### src/rtl/leg_cache_pkg.sv
// Shared types and address-field helpers for the LEG instruction cache.
package leg_cache_pkg;

    typedef enum logic [1:0] {
        IDLE,
        FILL,
        FLUSH
    } icache_state_t;

    function automatic logic [31:0] addr_word(input logic [31:0] a, input int unsigned blockbits);
        return (a >> 2) & ((32'd1 << blockbits) - 32'd1);
    endfunction

    function automatic logic [31:0] addr_set(input logic [31:0] a, input int unsigned setbits,
                                             input int unsigned blockbits);
        return (a >> (blockbits + 2)) & ((32'd1 << setbits) - 32'd1);
    endfunction

    function automatic logic [31:0] addr_tag(input logic [31:0] a, input int unsigned setbits,
                                             input int unsigned blockbits);
        return a >> (setbits + blockbits + 2);
    endfunction

endpackage

### src/rtl/instr_cache_nway_if.sv
// Fetch-side and bus-side signals of the instruction cache.
interface instr_cache_nway_if;
    logic [31:0] A;
    logic        Invalidate;
    logic [31:0] HRData;
    logic        BusReady;
    logic [31:0] RD;
    logic [31:0] HAddrF;
    logic        HRequestF;
    logic        IStall;

    modport master (
        output A, Invalidate, HRData, BusReady,
        input  RD, HAddrF, HRequestF, IStall
    );

    modport slave (
        input  A, Invalidate, HRData, BusReady,
        output RD, HAddrF, HRequestF, IStall
    );
endinterface

### src/rtl/icache_plru.sv
// Tree pseudo-LRU state per set: heap-ordered node bits 1..WAYS-1, bit=1 steers toward the upper half.
module icache_plru #(
    parameter int unsigned WAYS  = 4,
    parameter int unsigned LINES = 4
) (
    input  logic                       clk,
    input  logic                       reset,
    input  logic                       upd_en,
    input  logic [$clog2(LINES)-1:0]   upd_set,
    input  logic [$clog2(WAYS)-1:0]    upd_way,
    input  logic                       clr_en,
    input  logic [$clog2(LINES)-1:0]   clr_set,
    input  logic [$clog2(LINES)-1:0]   look_set,
    output logic [$clog2(WAYS)-1:0]    victim
);
    localparam int unsigned WAYBITS = $clog2(WAYS);

    logic [WAYS-1:1]    bits [LINES];
    logic [WAYS-1:1]    upd_bits;
    logic [WAYS-1:1]    look_bits;
    logic [WAYBITS-1:0] upd_node;
    logic [WAYBITS-1:0] look_node;
    logic               dir;

    // The node index drops its MSB on the final shift; only the path bits matter there.
    always_comb begin
        upd_bits = bits[upd_set];
        upd_node = WAYBITS'(1);
        dir      = 1'b0;
        for (int unsigned l = 0; l < WAYBITS; l++) begin
            dir                = upd_way[WAYBITS-1-l];
            upd_bits[upd_node] = ~dir;
            upd_node           = (upd_node << 1) | WAYBITS'(dir);
        end
    end

    always_comb begin
        look_bits = bits[look_set];
        look_node = WAYBITS'(1);
        victim    = '0;
        for (int unsigned l = 0; l < WAYBITS; l++) begin
            victim[WAYBITS-1-l] = look_bits[look_node];
            look_node           = (look_node << 1) | WAYBITS'(look_bits[look_node]);
        end
    end

    always_ff @(posedge clk or negedge reset) begin
        if (!reset) begin
            for (int unsigned s = 0; s < LINES; s++) begin
                bits[s] <= '0;
            end
        end else begin
            if (upd_en) begin
                bits[upd_set] <= upd_bits;
            end
            if (clr_en) begin
                bits[clr_set] <= '0;
            end
        end
    end

endmodule

### src/rtl/instr_cache_nway.sv
// N-way set-associative instruction cache: combinational hit path, whole-block fill on miss,
// sequential per-set flush on invalidate.
module instr_cache_nway
    import leg_cache_pkg::*;
#(
    parameter int unsigned WAYS      = 4,
    parameter int unsigned LINES     = 4,
    parameter int unsigned BLOCKSIZE = 4
) (
    input logic               clk,
    input logic               reset,
    instr_cache_nway_if.slave bus
);
    localparam int unsigned SETBITS   = $clog2(LINES);
    localparam int unsigned BLOCKBITS = $clog2(BLOCKSIZE);
    localparam int unsigned TAGBITS   = 30 - BLOCKBITS - SETBITS;
    localparam int unsigned WAYBITS   = $clog2(WAYS);

    icache_state_t state, state_next;

    logic [TAGBITS+SETBITS-1:0] fill_line;
    logic [WAYBITS-1:0]         victim;
    logic [BLOCKBITS-1:0]       fill_cnt;
    logic [SETBITS-1:0]         flush_cnt;
    logic                       inv_pending;

    logic [WAYS-1:0]    valid [LINES];
    logic [TAGBITS-1:0] tags  [LINES][WAYS];
    logic [31:0]        data  [LINES][WAYS][BLOCKSIZE];

    logic [TAGBITS-1:0]   a_tag, fill_tag;
    logic [SETBITS-1:0]   a_set, fill_set;
    logic [BLOCKBITS-1:0] a_word;

    logic [WAYS-1:0]    match;
    logic               hit;
    logic [WAYBITS-1:0] hit_way;
    logic [WAYBITS-1:0] plru_victim, miss_victim;
    logic               free_found;

    logic               stall, hreq;
    logic               miss_load, fill_we, fill_done, flush_clr;
    logic               plru_upd;
    logic [SETBITS-1:0] plru_set;
    logic [WAYBITS-1:0] plru_way;

    assign a_tag    = TAGBITS'(addr_tag(bus.A, SETBITS, BLOCKBITS));
    assign a_set    = SETBITS'(addr_set(bus.A, SETBITS, BLOCKBITS));
    assign a_word   = BLOCKBITS'(addr_word(bus.A, BLOCKBITS));
    assign fill_tag = fill_line[TAGBITS+SETBITS-1:SETBITS];
    assign fill_set = fill_line[SETBITS-1:0];

    always_comb begin
        match   = '0;
        hit_way = '0;
        for (int unsigned w = 0; w < WAYS; w++) begin
            match[w] = valid[a_set][w] && (tags[a_set][w] == a_tag);
            if (match[w]) begin
                hit_way = WAYBITS'(w);
            end
        end
    end

    assign hit = |match;

    always_comb begin
        miss_victim = plru_victim;
        free_found  = 1'b0;
        for (int unsigned w = 0; w < WAYS; w++) begin
            if (!free_found && !valid[a_set][w]) begin
                miss_victim = WAYBITS'(w);
                free_found  = 1'b1;
            end
        end
    end

    icache_plru #(
        .WAYS  (WAYS),
        .LINES (LINES)
    ) u_plru (
        .clk      (clk),
        .reset    (reset),
        .upd_en   (plru_upd),
        .upd_set  (plru_set),
        .upd_way  (plru_way),
        .clr_en   (flush_clr),
        .clr_set  (flush_cnt),
        .look_set (a_set),
        .victim   (plru_victim)
    );

    always_comb begin
        state_next = state;
        stall      = 1'b0;
        hreq       = 1'b0;
        miss_load  = 1'b0;
        fill_we    = 1'b0;
        fill_done  = 1'b0;
        flush_clr  = 1'b0;
        plru_upd   = 1'b0;
        plru_set   = a_set;
        plru_way   = hit_way;
        case (state)
            IDLE: begin
                if (bus.Invalidate) begin
                    stall      = 1'b1;
                    state_next = FLUSH;
                end else if (!hit) begin
                    stall      = 1'b1;
                    miss_load  = 1'b1;
                    state_next = FILL;
                end else begin
                    plru_upd = 1'b1;
                end
            end
            FILL: begin
                stall = 1'b1;
                hreq  = 1'b1;
                if (bus.BusReady) begin
                    fill_we = 1'b1;
                    if (fill_cnt == BLOCKBITS'(BLOCKSIZE - 1)) begin
                        fill_done  = 1'b1;
                        plru_upd   = 1'b1;
                        plru_set   = fill_set;
                        plru_way   = victim;
                        state_next = (inv_pending || bus.Invalidate) ? FLUSH : IDLE;
                    end
                end
            end
            FLUSH: begin
                stall     = 1'b1;
                flush_clr = 1'b1;
                if (flush_cnt == SETBITS'(LINES - 1)) begin
                    state_next = IDLE;
                end
            end
            default: state_next = IDLE;
        endcase
    end

    // A pending invalidate is cleared on the same edge that enters FLUSH, overriding a late set.
    always_ff @(posedge clk or negedge reset) begin
        if (!reset) begin
            state       <= IDLE;
            fill_line   <= '0;
            victim      <= '0;
            fill_cnt    <= '0;
            flush_cnt   <= '0;
            inv_pending <= 1'b0;
            for (int unsigned s = 0; s < LINES; s++) begin
                valid[s] <= '0;
            end
        end else begin
            state <= state_next;
            if (miss_load) begin
                fill_line                 <= bus.A[31:BLOCKBITS+2];
                victim                    <= miss_victim;
                fill_cnt                  <= '0;
                valid[a_set][miss_victim] <= 1'b0;
            end
            if (fill_we) begin
                fill_cnt <= fill_cnt + 1'b1;
            end
            if (fill_done) begin
                valid[fill_set][victim] <= 1'b1;
            end
            if (state == FILL && bus.Invalidate) begin
                inv_pending <= 1'b1;
            end
            if (state_next == FLUSH && state != FLUSH) begin
                inv_pending <= 1'b0;
                flush_cnt   <= '0;
            end
            if (flush_clr) begin
                valid[flush_cnt] <= '0;
                flush_cnt        <= flush_cnt + 1'b1;
            end
        end
    end

    always_ff @(posedge clk) begin
        if (fill_we) begin
            data[fill_set][victim][fill_cnt] <= bus.HRData;
        end
        if (fill_done) begin
            tags[fill_set][victim] <= fill_tag;
        end
    end

    assign bus.IStall    = reset & stall;
    assign bus.HRequestF = reset & hreq;
    assign bus.HAddrF    = reset ? {fill_line, fill_cnt, 2'b00} : '0;
    assign bus.RD        = (reset && hit) ? data[a_set][hit_way][a_word] : '0;

    a_single_hit: assert property (@(posedge clk) disable iff (!reset) $onehot0(match));

endmodule
### src/flat_wrapper.sv
// flat-port wrapper written by rule: the top's interface ports become plain ports
module instr_cache_nway_flat import leg_cache_pkg::*;
#(
    parameter int unsigned WAYS      = 4,
    parameter int unsigned LINES     = 4,
    parameter int unsigned BLOCKSIZE = 4
)
  (clk, reset, bus_A, bus_Invalidate, bus_HRData, bus_BusReady, bus_RD, bus_HAddrF, bus_HRequestF, bus_IStall);
  instr_cache_nway_if bus_i ();
  input logic clk;
  input logic reset;
  input wire logic [$bits(bus_i.A)-1:0] bus_A;
  input wire logic [$bits(bus_i.Invalidate)-1:0] bus_Invalidate;
  input wire logic [$bits(bus_i.HRData)-1:0] bus_HRData;
  input wire logic [$bits(bus_i.BusReady)-1:0] bus_BusReady;
  output wire logic [$bits(bus_i.RD)-1:0] bus_RD;
  output wire logic [$bits(bus_i.HAddrF)-1:0] bus_HAddrF;
  output wire logic [$bits(bus_i.HRequestF)-1:0] bus_HRequestF;
  output wire logic [$bits(bus_i.IStall)-1:0] bus_IStall;
  assign bus_i.A = bus_A;
  assign bus_i.Invalidate = bus_Invalidate;
  assign bus_i.HRData = bus_HRData;
  assign bus_i.BusReady = bus_BusReady;
  assign bus_RD = bus_i.RD;
  assign bus_HAddrF = bus_i.HAddrF;
  assign bus_HRequestF = bus_i.HRequestF;
  assign bus_IStall = bus_i.IStall;
  instr_cache_nway #(.WAYS(WAYS), .LINES(LINES), .BLOCKSIZE(BLOCKSIZE)) u_core (.clk(clk), .reset(reset), .bus(bus_i));
endmodule
### config.mk
export PLATFORM = sky130hd
export DESIGN_NAME = instr_cache_nway_flat
export DESIGN_NICKNAME = d
export VERILOG_FILES = /design/src/rtl/leg_cache_pkg.sv /design/src/rtl/instr_cache_nway_if.sv /design/src/rtl/icache_plru.sv /design/src/rtl/instr_cache_nway.sv /design/src/flat_wrapper.sv
export SDC_FILE = /design/constraint.sdc
export NUM_CORES = 2
export LEC_CHECK = 0
export CORE_MARGIN = 2
export CORE_UTILIZATION = 32
export CTS_BUF_LIST = sky130_fd_sc_hd__clkbuf_4
export DETAILED_ROUTE_END_ITERATION = 16
export HOLD_SLACK_MARGIN = 0.05
export PLACE_DENSITY = 0.6
export SLEW_MARGIN = 20
export SYNTH_ARGS = -nofsm -noshare
export SYNTH_HDL_FRONTEND = slang
export SYNTH_SLANG_ARGS = --single-unit
### constraint.sdc
create_clock -name clk -period 6.75 [get_ports clk]
set_input_delay 1.6875 -clock clk [delete_from_list [all_inputs] [get_ports clk]]
set_output_delay 1.6875 -clock clk [all_outputs]
set_load 0.005 [all_outputs]
Yosys cells after proc, flatten, opt, wreduce, memory -nomap -nowiden

Memories as Yosys holds them, arrays and structs flattened.
Cells that the tools add are included.

Register bits after elaboration: 65
RAM bits: 2,464
Input port bits: 68
Output and inout port bits: 66
Word-level logic and storage cells: 195
Memories: 2

Add/subtract/negate cells: 2
Order comparisons: 21
Eq/ne operators: 10
Mux-type cells: 96
Bitwise gates (word level): 19
Reduce and logical (&&, ||, !) cells: 31

Memory list:

| name        | words | bits a word | read ports | clocked after Yosys merged registers in | wr ports | RTL line               | text |
|---|---|---|---|---|---|---|---|
| u_core.data | 4     | 512         | 1          | 0                                       | 1        | instr_cache_nway.sv:29 | `logic [31:0] data [LINES][WAYS][BLOCKSIZE];` |
| u_core.tags | 4     | 104         | 1          | 0                                       | 1        | instr_cache_nway.sv:28 | `logic [TAGBITS-1:0] tags [LINES][WAYS];` |

Operators with widths:

| kind               | count |
|---|---|
| $mux 512           | 1 |
| $mux 128           | 3 |
| $bmux 128 s2       | 1 |
| $demux 128 s2      | 1 |
| $mux 32            | 5 |
| $eq 26x26->1       | 4 |
| $mux 104           | 1 |
| $bmux 32 s2        | 1 |
| $demux 32 s2       | 1 |
| $demux 26 s2       | 1 |
| $mux 16            | 3 |
| $mux 2             | 22 |
| $and 16x16->16     | 2 |
| $not 16->16        | 2 |
| $mux 1             | 26 |
| $mux 26            | 1 |
| $demux 4 s2        | 3 |
| $ge 3x3->1 const B | 8 |
| $mux 12            | 2 |
| $not 2->3          | 8 |
| $mux 4             | 5 |
| $logic_and 1x1->1  | 19 |
| $lt 3x1->1 const B | 6 |
| $mux 3             | 6 |
| other kinds (26)   | 47 |

Longest topological paths before layout

Depth in word-level cells: 26
Depth in mapped cells: 20
Gate-level depth less buffers: 12

Modules after synthesis

From an unflattened synthesis, not the netlist that was laid out.

Cells, all modules: 4,817
Area, all modules: 99,202.6 um2

Modules (own cells, without submodules):

| module           | instances | cells an instance | area an instance (um2) | sequential area each (um2) |
|---|---|---|---|---|
| instr_cache_nway | 1         | 4,746             | 98,444.4               | 75,317.2 |
| icache_plru      | 1         | 71                | 758.2                  | 300.3 |

Worst setup path before layout

No wires, ideal clock.

Kind: input -> output
Start: input bus_A[4]
End: output bus_RD[3]
Arrival: 5,007 ps
Path slack: 56 ps
Stages on the path: 18
Cells stage by stage: buf_6 buf_12 buf_12 buf_12 buf_8 buf_6 mux4_2 xnor2_1 nand4_1 nor4_2 nand4_4 buf_2 buf_2 buf_6 mux2i_1 a21oi_1 nor2_1 a2111oi_2

Cells in the longest elaborated chain, start to end: 16
Elaborated cells between the ends (all ways): 27
Those cells by class: eq/ne (4); mux (13); bitwise (2); reduce/logical (6); memory (2)

Ends and longest elaborated chain:

| what                                                                   | RTL line                | text |
|---|---|---|
| start: declaration                                                     | flat_wrapper.sv:12      | `input wire logic [$bits(bus_i.A)-1:0] bus_A;` |
| parallel branches: the longest is 15 deep, another holds $mem_v2 4x104 | -                       |  |
| $mux 32 (*)                                                            | instr_cache_nway.sv:193 | `assign bus.RD = (reset && hit) ? data[a_set][hit_way][a_word] : '0;` |
| end: declaration                                                       | flat_wrapper.sv:16      | `output wire logic [$bits(bus_i.RD)-1:0] bus_RD;` |

Mark *: on every way between the ends. The select of a mux whose other input is x is not followed.

Final worst setup path

Start: input bus_A[4]
End: output bus_RD[17]

Same word-level chain as after synthesis.

==> flow_metrics.tcl <==
set metrics [dict create \
    antenna_found_initial 18 \
    viasPerCell 5.06 \
    floorplan.io_pins 134 \
    synth.distinct_cells 84 \
    wl_met3_um 18700 \
    dr.first_iter.drc_count 5255 \
    drc 0 \
    seq_area_frac_synth_pct 75.5 \
    synth_edf_count 2464 \
    cp_max_fo 6 \
    rr_worst_depth 17 \
    grt_max_degree 130 \
    grt_use_total_pct 16.1 \
    dp_cells 9189 \
    grt_pass1_wl_um 375000 \
    yosysTopAreaCell "edfxtp_1" \
    cts_buffer_depth 4 \
    clock.fmax_ghz 0.138 \
    totalPowerFinal_mw 33.4 \
    drv_cap 0 \
    hold_class "input pin to async pin" \
    power_density_mw_per_mm2 276 \
    root_buffer "clkbuf_4" \
    place_area_mm2 0.110 \
    r2r_end "u_core.valid[7]$_DFF_PN0_" \
    clk_pin_slew_ns 0.07 \
    synthFlopType "edfxtp_1" \
    hold_viol 0 \
    antenna_left 0 \
    fin_skew_ns 0.186 \
    syn_inst 4715 \
    wl_met2_um 126000 \
    setup_viol 32 \
    htreeDepth 6 \
    totalWireLength_um 260000 \
    grt_pass1_vias 54594 \
    holdWs_ns 0.422 \
    maxSlewViolCount 0 \
    async_flop_share_pct 2.57 \
    dpl.hpwl_um 152000 \
    core-area_mm2 0.312 \
    tns_ns -12.94 \
    end_kind "output pin" \
    synth_top_area_share_pct 73.8 \
    gp_congestion 0.884 \
    cts_num_sinks 2529 \
    cts_inserted_buffers 661 \
    area_growth_pct 20.8 \
    fin_nets 5906 \
    cts_tree "done" \
    place.port_buffers 129 \
    syn_area_mm2 0.100 \
    grt-ovfl-total 0 \
    required_ns 5.06 \
    die_y_um 564 \
    cp.arrival_ns 5.57 \
    post-route-min-period_ns 7.26 \
    vias 52602 \
    worst_slack_ns -0.506 \
    grt_setup_unrepaired "yes" \
    wire_per_inst_um 25.0 \
    fin_cells 10395 \
    ys_warn_count 0 \
    violations "setup timing" \
    highest_layer "met5" \
    crit_type "input pin to output pin" \
    period_share_pct 107 \
    row_count 205 \
    synth_area_leaders "edfxtp_1 (74%), mux4_2 (13%), mux2i_1 (1.9%)" \
    drive_gt1_share_pct 42.3 \
    dr.pass1.iters 6 \
    die_area_mm2 0.318 \
    ir_worst_vdd_uv 187 \
    fin_area_mm2 0.121 \
    dp_slack_ns -1.38 \
    ys_ff_latch 2529 \
    tightestPinTransition_ns 1.11 \
    timing.slew.headroom_pct 26.2 \
    power.leakage_nw 39.6 \
    r2r_start "u_core.tags[0][24]$_DFFE_PP_" \
    reg2reg_setup_slack_ns 2.49 \
    status "complete, but fails checks" \
    met1_length_um 110000 \
    final_util_pct 38.8 \
    initial_core_util_pct 32.2 \
    synth_area_per_cell_um2 21.3 \
    insertion_delay_ns 1.43 \
    critPathLaunchType "input pin" \
    die_x_um 564 \
]
-- final cells by class --
class	instances	area (um^2)
repair buffers	723	7080
inverters	23	86.3
flip-flops and latches	2529	75600
fillers	28154	191000
well taps	4140	5180
diodes	10	25.0
multi-input cells	1888	25100
clock inverters	143	878
clock buffers	939	7050
-- cells in the mapped netlist, types with 13 or more instances --
| cell | n |
|---|---|
| a2111oi_2 | 16 |
| a211o_1 | 25 |
| a211oi_1 | 21 |
| a21oi_1 | 90 |
| a22o_1 | 15 |
| and2_1 | 39 |
| buf_1 | 15 |
| buf_12 | 13 |
| buf_2 | 77 |
| buf_4 | 27 |
| buf_6 | 22 |
| clkbuf_1 | 120 |
| dfrtp_1 | 65 |
| edfxtp_1 | 2464 |
| inv_1 | 22 |
| mux2_1 | 27 |
| mux2_2 | 63 |
| mux2i_1 | 188 |
| mux4_1 | 18 |
| mux4_2 | 590 |
| nand2_1 | 96 |
| nand2b_1 | 21 |
| nand3_1 | 24 |
| nand4_1 | 38 |
| nor2_1 | 213 |
| nor2b_1 | 37 |
| nor3_1 | 15 |
| nor3b_1 | 24 |
| o211ai_1 | 19 |
| o21ai_0 | 27 |
| o21ai_1 | 30 |
| o221ai_1 | 21 |
| xnor2_1 | 79 |
-- how the worst max path moves through the flow --
stage,start,end,slack [ns],cells past startpoint
after CTS,u_core.tags[3][72]$_DFFE_PP_,bus_RD[22],-0.75,17
after global placement,bus_A[19],bus_RD[7],-1.41,14
final,bus_A[4],bus_RD[17],-0.51,20
after detailed placement,bus_A[4],bus_RD[7],-1.38,14
after global routing,bus_A[4],bus_RD[23],-0.53,19
after floorplan,bus_A[4],bus_RD[3],0.06,18
-- sequential cells by signal, indices dropped and copies added (netlist names) --
name                count
u_core.flush_cnt        2
u_core.fill_cnt         2
u_core.valid           16
u_core.victim           2
u_core.inv_pending      1
u_core.u_plru.bits     12
u_core.data          2048
u_core.tags           416
u_core.state            2
u_core.fill_line       28
-- timing repair --
| action | CTS | global route |
|---|---|---|
| gates cloned | 15 | 2 |
| resized for setup | 384 | 208 |
| endpoints found under the hold margin | 0 | 0 |
| pin swaps | 55 | 96 |
| buffers inserted | 78 | 48 |
| endpoints found under the setup margin | 33 | 33 |
| hold buffers | 0 | 0 |
-- worst max-delay path, stage by stage --
cell	delay, ns
buf_16	0.14
buf_12	0.13
buf_12	0.13
buf_12	0.12
mux2i_1	0.28
buf_4	0.18
o22ai_1	0.10
o21ai_0	0.40
and4bb_1	0.29
and4_4	0.23
buf_12	0.14
buf_16	0.16
buf_12	0.14
buf_6	0.10
mux2_4	0.15
mux2_4	0.16
mux2i_1	0.07
a22o_1	0.22
a2111oi_4	0.50
buf_2	0.21
-- cell families after synthesis --
family,count (synthesis),synth area share [%]
other cells,1,0.00374
simple gates,563,2.83
compound gates,332,2.39
buf+inv,299,1.72
xor+xnor,91,0.795
fa+ha+maj,12,0.150
flops,2529,75.5
mux,888,16.7
-- cells in the final DEF, fill, tap and decap left out, drive strengths merged, types with 24 or more instances in the layout --
cell	Yosys	final
nand4	42	42
o21ai	57	57
xnor2	79	79
clkbuf	120	942
mux2i	189	189
mux4	608	608
dfrtp	65	65
clkinv	0	113
a21oi	90	90
buf	156	656
clkdlybuf4s50	0	54
edfxtp	2464	2464
nand3	24	24
nand2	97	97
and2	39	39
inv	23	34
nor2	213	213
nor3b	24	24
mux2	91	91
nor2b	37	37
a211o	25	25
-- report_power, final --
group / internal (mW) / total [mW] / switching [mW]
combinational: 1.00 / 2.43 / 1.43
sequential: 17.8 / 18.2 / 0.485
clock: 6.73 / 12.8 / 6.03
total: 25.5 / 33.4 / 7.94
-- routing by layer --
| metal | track usage [%] | vias to the layer above |
|---|---|---|
| li1 | - | 22247 |
| met1 | 21.7 | 27835 |
| met2 | 26.2 | 2089 |
| met3 | 3.57 | 417 |
| met4 | 4.55 | 14 |
| met5 | 0 | - |
Note: power is estimated with default switching activity, not from simulation.
